## src/rtl/weight_pair_fetch_pkg.sv

```systemverilog
`default_nettype none
// +----------------------------------------------------------------------+
// | weight_pair_fetch_pkg                                                |
// | Network-wide weight-path constants shared by the fetch block.        |
// | Revision: 1.0                                                        |
// +----------------------------------------------------------------------+
package weight_pair_fetch_pkg;

  localparam int WEIGHT_ADDR_WIDTH   = 10;
  localparam int WEIGHT_WIDTH        = 16;
  localparam int NUM_ONE_PIXEL_CYCLE = 13;
  localparam int PAIR_CNT_BITWIDTH   = 4;
  localparam int FIFO_DEPTH          = 8;

  // One FIFO entry carries {last, weight_a, weight_b}.
  function automatic int pair_width(input int weight_width);
    return 2 * weight_width + 1;
  endfunction

  // Occupancy must represent 0..depth inclusive.
  function automatic int count_width(input int depth);
    return $clog2(depth + 1);
  endfunction

endpackage
`default_nettype wire

```

## src/rtl/weight_pair_fifo.sv

```systemverilog
`default_nettype none
// +----------------------------------------------------------------------+
// | weight_pair_fifo                                                     |
// | First-word fall-through FIFO with occupancy and drop indication.     |
// | Revision: 1.0                                                        |
// +----------------------------------------------------------------------+
module weight_pair_fifo
  import weight_pair_fetch_pkg::*;
#(
  parameter int WIDTH = pair_width(WEIGHT_WIDTH),
  parameter int DEPTH = FIFO_DEPTH
) (
  input  logic                          clk,
  input  logic                          reset,
  input  logic                          wr_en,
  input  logic [WIDTH-1:0]              wr_data,
  input  logic                          rd_en,
  output logic [WIDTH-1:0]              rd_data,
  output logic                          empty,
  output logic [count_width(DEPTH)-1:0] count,
  output logic                          drop
);

  localparam int c_aw = $clog2(DEPTH);
  localparam int c_cw = count_width(DEPTH);

  logic [WIDTH-1:0] r_mem [DEPTH];
  logic [c_aw-1:0]  r_wr_ptr;
  logic [c_aw-1:0]  r_rd_ptr;
  logic [c_cw-1:0]  r_count;
  logic             w_full;
  logic             w_push;
  logic             w_pop;

  assign empty  = (r_count == '0);
  assign w_full = (r_count == c_cw'(DEPTH));
  assign w_pop  = rd_en && !empty;
  // A pop in the same cycle frees the slot the push needs.
  assign w_push = wr_en && (!w_full || w_pop);
  assign drop   = wr_en && !w_push;
  assign count  = r_count;
  // Masked so the head reads as zero whenever nothing is buffered.
  assign rd_data = empty ? '0 : r_mem[r_rd_ptr];

  always_ff @(posedge clk or posedge reset) begin
    if (reset) begin
      r_wr_ptr <= '0;
      r_rd_ptr <= '0;
      r_count  <= '0;
    end else begin
      if (w_push) r_wr_ptr <= r_wr_ptr + c_aw'(1);
      if (w_pop)  r_rd_ptr <= r_rd_ptr + c_aw'(1);
      case ({w_push, w_pop})
        2'b10:   r_count <= r_count + c_cw'(1);
        2'b01:   r_count <= r_count - c_cw'(1);
        default: r_count <= r_count;
      endcase
    end
  end

  always_ff @(posedge clk) begin
    if (w_push) r_mem[r_wr_ptr] <= wr_data;
  end

endmodule
`default_nettype wire

```

## src/rtl/weight_pair_fetch.sv

```systemverilog
`default_nettype none
// +----------------------------------------------------------------------+
// | weight_pair_fetch                                                    |
// | Drives the weight ROM, realigns returned pairs, buffers them for the |
// | MAC array and tags the last pair of every output pixel.             |
// | Revision: 1.0                                                        |
// +----------------------------------------------------------------------+
module weight_pair_fetch
  import weight_pair_fetch_pkg::*;
#(
  parameter int WEIGHT_ADDR_WIDTH   = weight_pair_fetch_pkg::WEIGHT_ADDR_WIDTH,
  parameter int WEIGHT_WIDTH        = weight_pair_fetch_pkg::WEIGHT_WIDTH,
  parameter int NUM_ONE_PIXEL_CYCLE = weight_pair_fetch_pkg::NUM_ONE_PIXEL_CYCLE,
  parameter int PAIR_CNT_BITWIDTH   = weight_pair_fetch_pkg::PAIR_CNT_BITWIDTH,
  parameter int ROM_LATENCY         = 1,
  parameter int FIFO_DEPTH          = weight_pair_fetch_pkg::FIFO_DEPTH,
  parameter int SKID                = 2
) (
  input  logic                         clk,
  input  logic                         reset,
  input  logic                         addr_valid,
  input  logic [WEIGHT_ADDR_WIDTH-1:0] addra,
  input  logic [WEIGHT_ADDR_WIDTH-1:0] addrb,
  output logic [WEIGHT_ADDR_WIDTH-1:0] rom_addra,
  output logic [WEIGHT_ADDR_WIDTH-1:0] rom_addrb,
  input  logic [WEIGHT_WIDTH-1:0]      rom_douta,
  input  logic [WEIGHT_WIDTH-1:0]      rom_doutb,
  output logic                         w_valid,
  input  logic                         w_ready,
  output logic [WEIGHT_WIDTH-1:0]      w_a,
  output logic [WEIGHT_WIDTH-1:0]      w_b,
  output logic                         w_last,
  output logic                         stall,
  output logic                         overflow
);

  localparam int         c_pair_w       = pair_width(WEIGHT_WIDTH);
  localparam int         c_cnt_w        = count_width(FIFO_DEPTH);
  localparam logic [7:0] c_stall_thresh = 8'(FIFO_DEPTH - SKID);

  logic [PAIR_CNT_BITWIDTH-1:0] r_pair_cnt;
  logic                         w_pair_last;
  logic [ROM_LATENCY-1:0]       r_pipe_valid;
  logic [ROM_LATENCY-1:0]       r_pipe_last;
  logic                         w_fifo_wr;
  logic [c_pair_w-1:0]          w_fifo_din;
  logic [c_pair_w-1:0]          w_fifo_head;
  logic                         w_fifo_empty;
  logic [c_cnt_w-1:0]           w_fifo_count;
  logic                         w_fifo_drop;
  logic [7:0]                   w_inflight;
  logic [7:0]                   w_fill;
  logic                         r_stall;
  logic                         r_overflow;

  // The ROM registers its own address, so no extra stage here.
  assign rom_addra = addra;
  assign rom_addrb = addrb;

  assign w_pair_last = (r_pair_cnt == PAIR_CNT_BITWIDTH'(NUM_ONE_PIXEL_CYCLE - 1));

  always_ff @(posedge clk or posedge reset) begin
    if (reset) begin
      r_pair_cnt <= '0;
    end else if (addr_valid) begin
      r_pair_cnt <= w_pair_last ? '0 : r_pair_cnt + PAIR_CNT_BITWIDTH'(1);
    end
  end

  // Valid/last travel alongside the ROM read so data and tag meet at the FIFO.
  always_ff @(posedge clk or posedge reset) begin
    if (reset) begin
      r_pipe_valid <= '0;
      r_pipe_last  <= '0;
    end else begin
      r_pipe_valid <= (r_pipe_valid << 1) | ROM_LATENCY'(addr_valid);
      r_pipe_last  <= (r_pipe_last << 1)  | ROM_LATENCY'(addr_valid && w_pair_last);
    end
  end

  assign w_fifo_wr  = r_pipe_valid[ROM_LATENCY-1];
  assign w_fifo_din = {r_pipe_last[ROM_LATENCY-1], rom_douta, rom_doutb};

  weight_pair_fifo #(
    .WIDTH (c_pair_w),
    .DEPTH (FIFO_DEPTH)
  ) u_fifo (
    .clk     (clk),
    .reset   (reset),
    .wr_en   (w_fifo_wr),
    .wr_data (w_fifo_din),
    .rd_en   (w_ready),
    .rd_data (w_fifo_head),
    .empty   (w_fifo_empty),
    .count   (w_fifo_count),
    .drop    (w_fifo_drop)
  );

  assign w_valid               = !w_fifo_empty;
  assign {w_last, w_a, w_b}    = w_fifo_head;

  // Count buffered, in-flight and just-issued pairs so stall leaves SKID slots free.
  assign w_inflight = 8'($countones(r_pipe_valid));
  assign w_fill     = 8'(w_fifo_count) + w_inflight + 8'(addr_valid);

  always_ff @(posedge clk or posedge reset) begin
    if (reset) begin
      r_stall    <= 1'b0;
      r_overflow <= 1'b0;
    end else begin
      r_stall <= (w_fill >= c_stall_thresh);
      if (w_fifo_drop) r_overflow <= 1'b1;
    end
  end

  assign stall    = r_stall;
  assign overflow = r_overflow;

endmodule
`default_nettype wire

```

## config.mk

```make
export PLATFORM = sky130hd
export DESIGN_NAME = weight_pair_fetch
export DESIGN_NICKNAME = d
export VERILOG_FILES = /design/src/rtl/weight_pair_fetch_pkg.sv /design/src/rtl/weight_pair_fifo.sv /design/src/rtl/weight_pair_fetch.sv
export SDC_FILE = /design/constraint.sdc
export NUM_CORES = 1
export LEC_CHECK = 0
export BUFFER_PORTS_ARGS = -buffer_cell sky130_fd_sc_hd__buf_4
export CAP_MARGIN = 20
export CORE_UTILIZATION = 40
export DETAILED_ROUTE_END_ITERATION = 10
export GPL_TIMING_DRIVEN = 0
export PLACE_DENSITY = 0.69
export SKIP_LAST_GASP = 1
export SYNTH_ARGS = -nofsm -noshare
export SYNTH_HDL_FRONTEND = slang
export SYNTH_SLANG_ARGS = --single-unit
```

## constraint.sdc

```tcl
create_clock -name clk -period 11.8 [get_ports clk]
set_clock_uncertainty 0.1 [all_clocks]
set_input_delay 2.36 -clock clk [delete_from_list [all_inputs] [get_ports clk]]
set_output_delay 2.36 -clock clk [all_outputs]
set_load 0.1 [all_outputs]
```

==> impl_metrics.env <==
export IMPL_synth_simple_area_share=0.02925
export IMPL_ys_async_sr_fraction=0.06383
export IMPL_min_delay_start="overflow"
export IMPL_min_period_over_period=0.4385
export IMPL_crit_path_max_fanout=1
export IMPL_dominantRegCellSynth="edfxtp_1"
export IMPL_ctsHtreeMaxLevel=1
export IMPL_synthAdderAreaFrac=0.01214
export IMPL_num_rows=61
export IMPL_grt_overflow=0
export IMPL_cp_required_ns=9.34
export IMPL_grt_start_max_net_pins=23
export IMPL_grt_usage=0.1633
export IMPL_grt_first_pass_wirelength_mm=34.39
export IMPL_die_area_mm2=0.02902
export IMPL_cts_sinks=282
export IMPL_hold_buffers=0
export IMPL_syn_area_per_cell_um2=20.88
export IMPL_rsz0062_at_grt="no"
export IMPL_hold_viol=0
export IMPL_syn_inst=543
export IMPL_synth_common_cells="264 x edfxtp_1, 50 x mux4_2, 43 x nor2_1, 33 x mux2i_1, 22 x buf_4"
export IMPL_yosysWarningCount=0
export IMPL_hpwl_mm=14.81
export IMPL_seq_area_frac_synth=0.7391
export IMPL_via_per_inst=5.053
export IMPL_drt_wl_total_mm=23.01
export IMPL_crit_family="buffers and inverters"
export IMPL_max_freq_mhz=193.3
export IMPL_worst_pin_slew_ns=0.8636
export IMPL_n_fill_cell=2256
export IMPL_via_count=5437
export IMPL_io_pins=112
export IMPL_ys_ff_latch=282
export IMPL_syn_to_final_growth_pct=20.24
export IMPL_finalSetupViolations=0
export IMPL_cp_start_kind="input pin"
export IMPL_cts_path_max_buffers=3
export IMPL_clk_pin_slew_ns=0.05
export IMPL_dieHeight_um=170.3
export IMPL_synth_top_cell_area_share=0.6993
export IMPL_crit_slowest_cell="buf_4"
export IMPL_slew_headroom=0.4229
export IMPL_synthXorXnorAreaFrac=0.01071
export IMPL_synth_fp_nets=610
export IMPL_synth_edf_count=264
export IMPL_route_detailed_drc=0
export IMPL_critPathLaunch="addra[6]"
export IMPL_initial_core_util=0.4069
export IMPL_tns_ns=0
export IMPL_fp_coreArea_mm2=0.02786
export IMPL_hold_class="flip-flop to flip-flop"
export IMPL_cts_setup_buffers=0
export IMPL_critical_path_buf_inv_count=2
export IMPL_synth_compound_area_frac=0.006623
export IMPL_synth_top_family_by_area="multiplexers"
export IMPL_wire_per_inst_um=21.38
export IMPL_cts_tree="built"
export IMPL_synthMuxAreaShare=0.1679
export IMPL_clock_latency_ns=0.53
export IMPL_numCtsBuffers=29
export IMPL_nets=746
export IMPL_synth_area_leaders="edfxtp_1 70%, mux4_2 9.9%, dfrtp_1 4.0%, mux4_1 3.7%, mux2i_1 2.9%"
export IMPL_cpMostUsedCell="buf_4"
export IMPL_io_buffers=91
export IMPL_routabilityCongestion=0.7228
export IMPL_cts_resized=0
export IMPL_yosysMostFrequentCell="edfxtp_1"
export IMPL_critical_path_max_stage_delay_ns=0.27
export IMPL_end_kind="primary output"
export IMPL_antenna_found_initial=1
export IMPL_drive_above_1_share=0.3486
export IMPL_cap_viol_max_count=0
export IMPL_synth_cell_type_count=40
export IMPL_yosys_area_top_type="edfxtp_1"
export IMPL_dieWidth_um=170.3
export IMPL_cp_data_arrival_time_ns=2.71
export IMPL_worstSetupPathType="input pin to primary output"
export IMPL_drtIter0Drc=372
export IMPL_cts_root_buf="clkbuf_16"
export IMPL_drtPass1Iterations=5
export IMPL_critical_path_cell_chain="buf_4 > buf_4"
export IMPL_maxSlewViolCount=0
export IMPL_netlist_area_mm2=0.01134
export IMPL_grt_pass1_vias=5839
export IMPL_r2r_start="u_fifo.count[0]"
export IMPL_layout_min_cycle_time_ns=5.174
export IMPL_antenna_left=0
export IMPL_status="complete, no violations"
==> metrics by stage <==
step	area [um2]	utilization	setup slack (ns)	hold slack, ns	instances
after floorplan	11340	-	6.193	0.3445	543
after global placement	12490	0.4484	3.599	0.3549	1012
after detailed placement	12770	0.4585	6.624	0.3737	1026
after CTS	13630	0.4892	6.622	0.3918	1075
after global routing	13630	0.4892	6.556	0.4193	1075
final	13630	0.4893	6.626	0.3952	1076
==> logic make-up after synthesis <==
| logic type | count (synthesis) |
|---|---|
| buf+inv | 51 |
| mux | 101 |
| compound gates | 11 |
| fa+ha+maj | 11 |
| xor+xnor | 13 |
| flops | 282 |
| simple gates | 74 |
==> registers in the layout (all words and copies together) (netlist names) <==
register	count
u_fifo.r_wr_ptr	3
stall	1
r_pair_cnt	4
overflow	1
u_fifo.r_rd_ptr	3
r_pipe_last	1
r_pipe_valid	1
u_fifo.count	4
u_fifo.r_mem	264
==> area by class of cell <==
| class | instances | area, um2 | share of cell area |
|---|---|---|---|
| Antenna cell | 1 | 2.502 | 0.0001836 |
| Buffer | 44 | 362.8 | 0.02662 |
| Clock buffer | 32 | 737.0 | 0.05407 |
| Clock inverter | 17 | 118.9 | 0.008720 |
| Inverter | 7 | 26.28 | 0.001928 |
| Multi-Input combinational cell | 210 | 2624 | 0.1925 |
| Sequential cell | 282 | 8378 | 0.6146 |
| Tap cell | 378 | 473.0 | 0.03470 |
| Timing Repair Buffer | 105 | 908.4 | 0.06664 |
==> metal layers <==
metal,GRT usage,wire (um),up-vias
met5,0,0,-
met4,0.05014,496,0
met3,0.02930,1355,35
met2,0.2942,11940,181
met1,0.1990,9220,2779
li1,-,-,2442
==> layout by cell type (no fill, tap or decap), drive strengths merged, types with 2 or more instances in the layout <==
| cell | n |
|---|---|
| nand3 | 4 |
| edfxtp | 264 |
| mux4 | 66 |
| bufinv | 2 |
| xor2 | 7 |
| nand2 | 14 |
| inv | 7 |
| xnor2 | 6 |
| ha | 11 |
| nand2b | 4 |
| or3 | 2 |
| nor2 | 45 |
| o21ai | 3 |
| nor3 | 3 |
| dfrtp | 18 |
| clkbuf | 39 |
| clkinv | 15 |
| mux2i | 33 |
| mux2 | 2 |
| a21oi | 2 |
| buf | 142 |
==> final timing paths <==
| path | cells after the start | slack [ns] | to |
|---|---|---|---|
| max reg2reg | 7 | 9.07 | u_fifo.r_mem[0][16] |
| min in group asynchronous | 2 | 1.85 | r_pair_cnt[0] |
| min reg2reg | 1 | 0.40 | overflow |
| max | 2 | 6.63 | rom_addra[6] |
| min | 1 | 0.40 | overflow |
| max in group asynchronous | 2 | 9.28 | u_fifo.r_rd_ptr[2] |
Power is left out: the tool's default activity adds up to more than one toggle a clock period on the data nets, which glitch-free logic cannot reach.
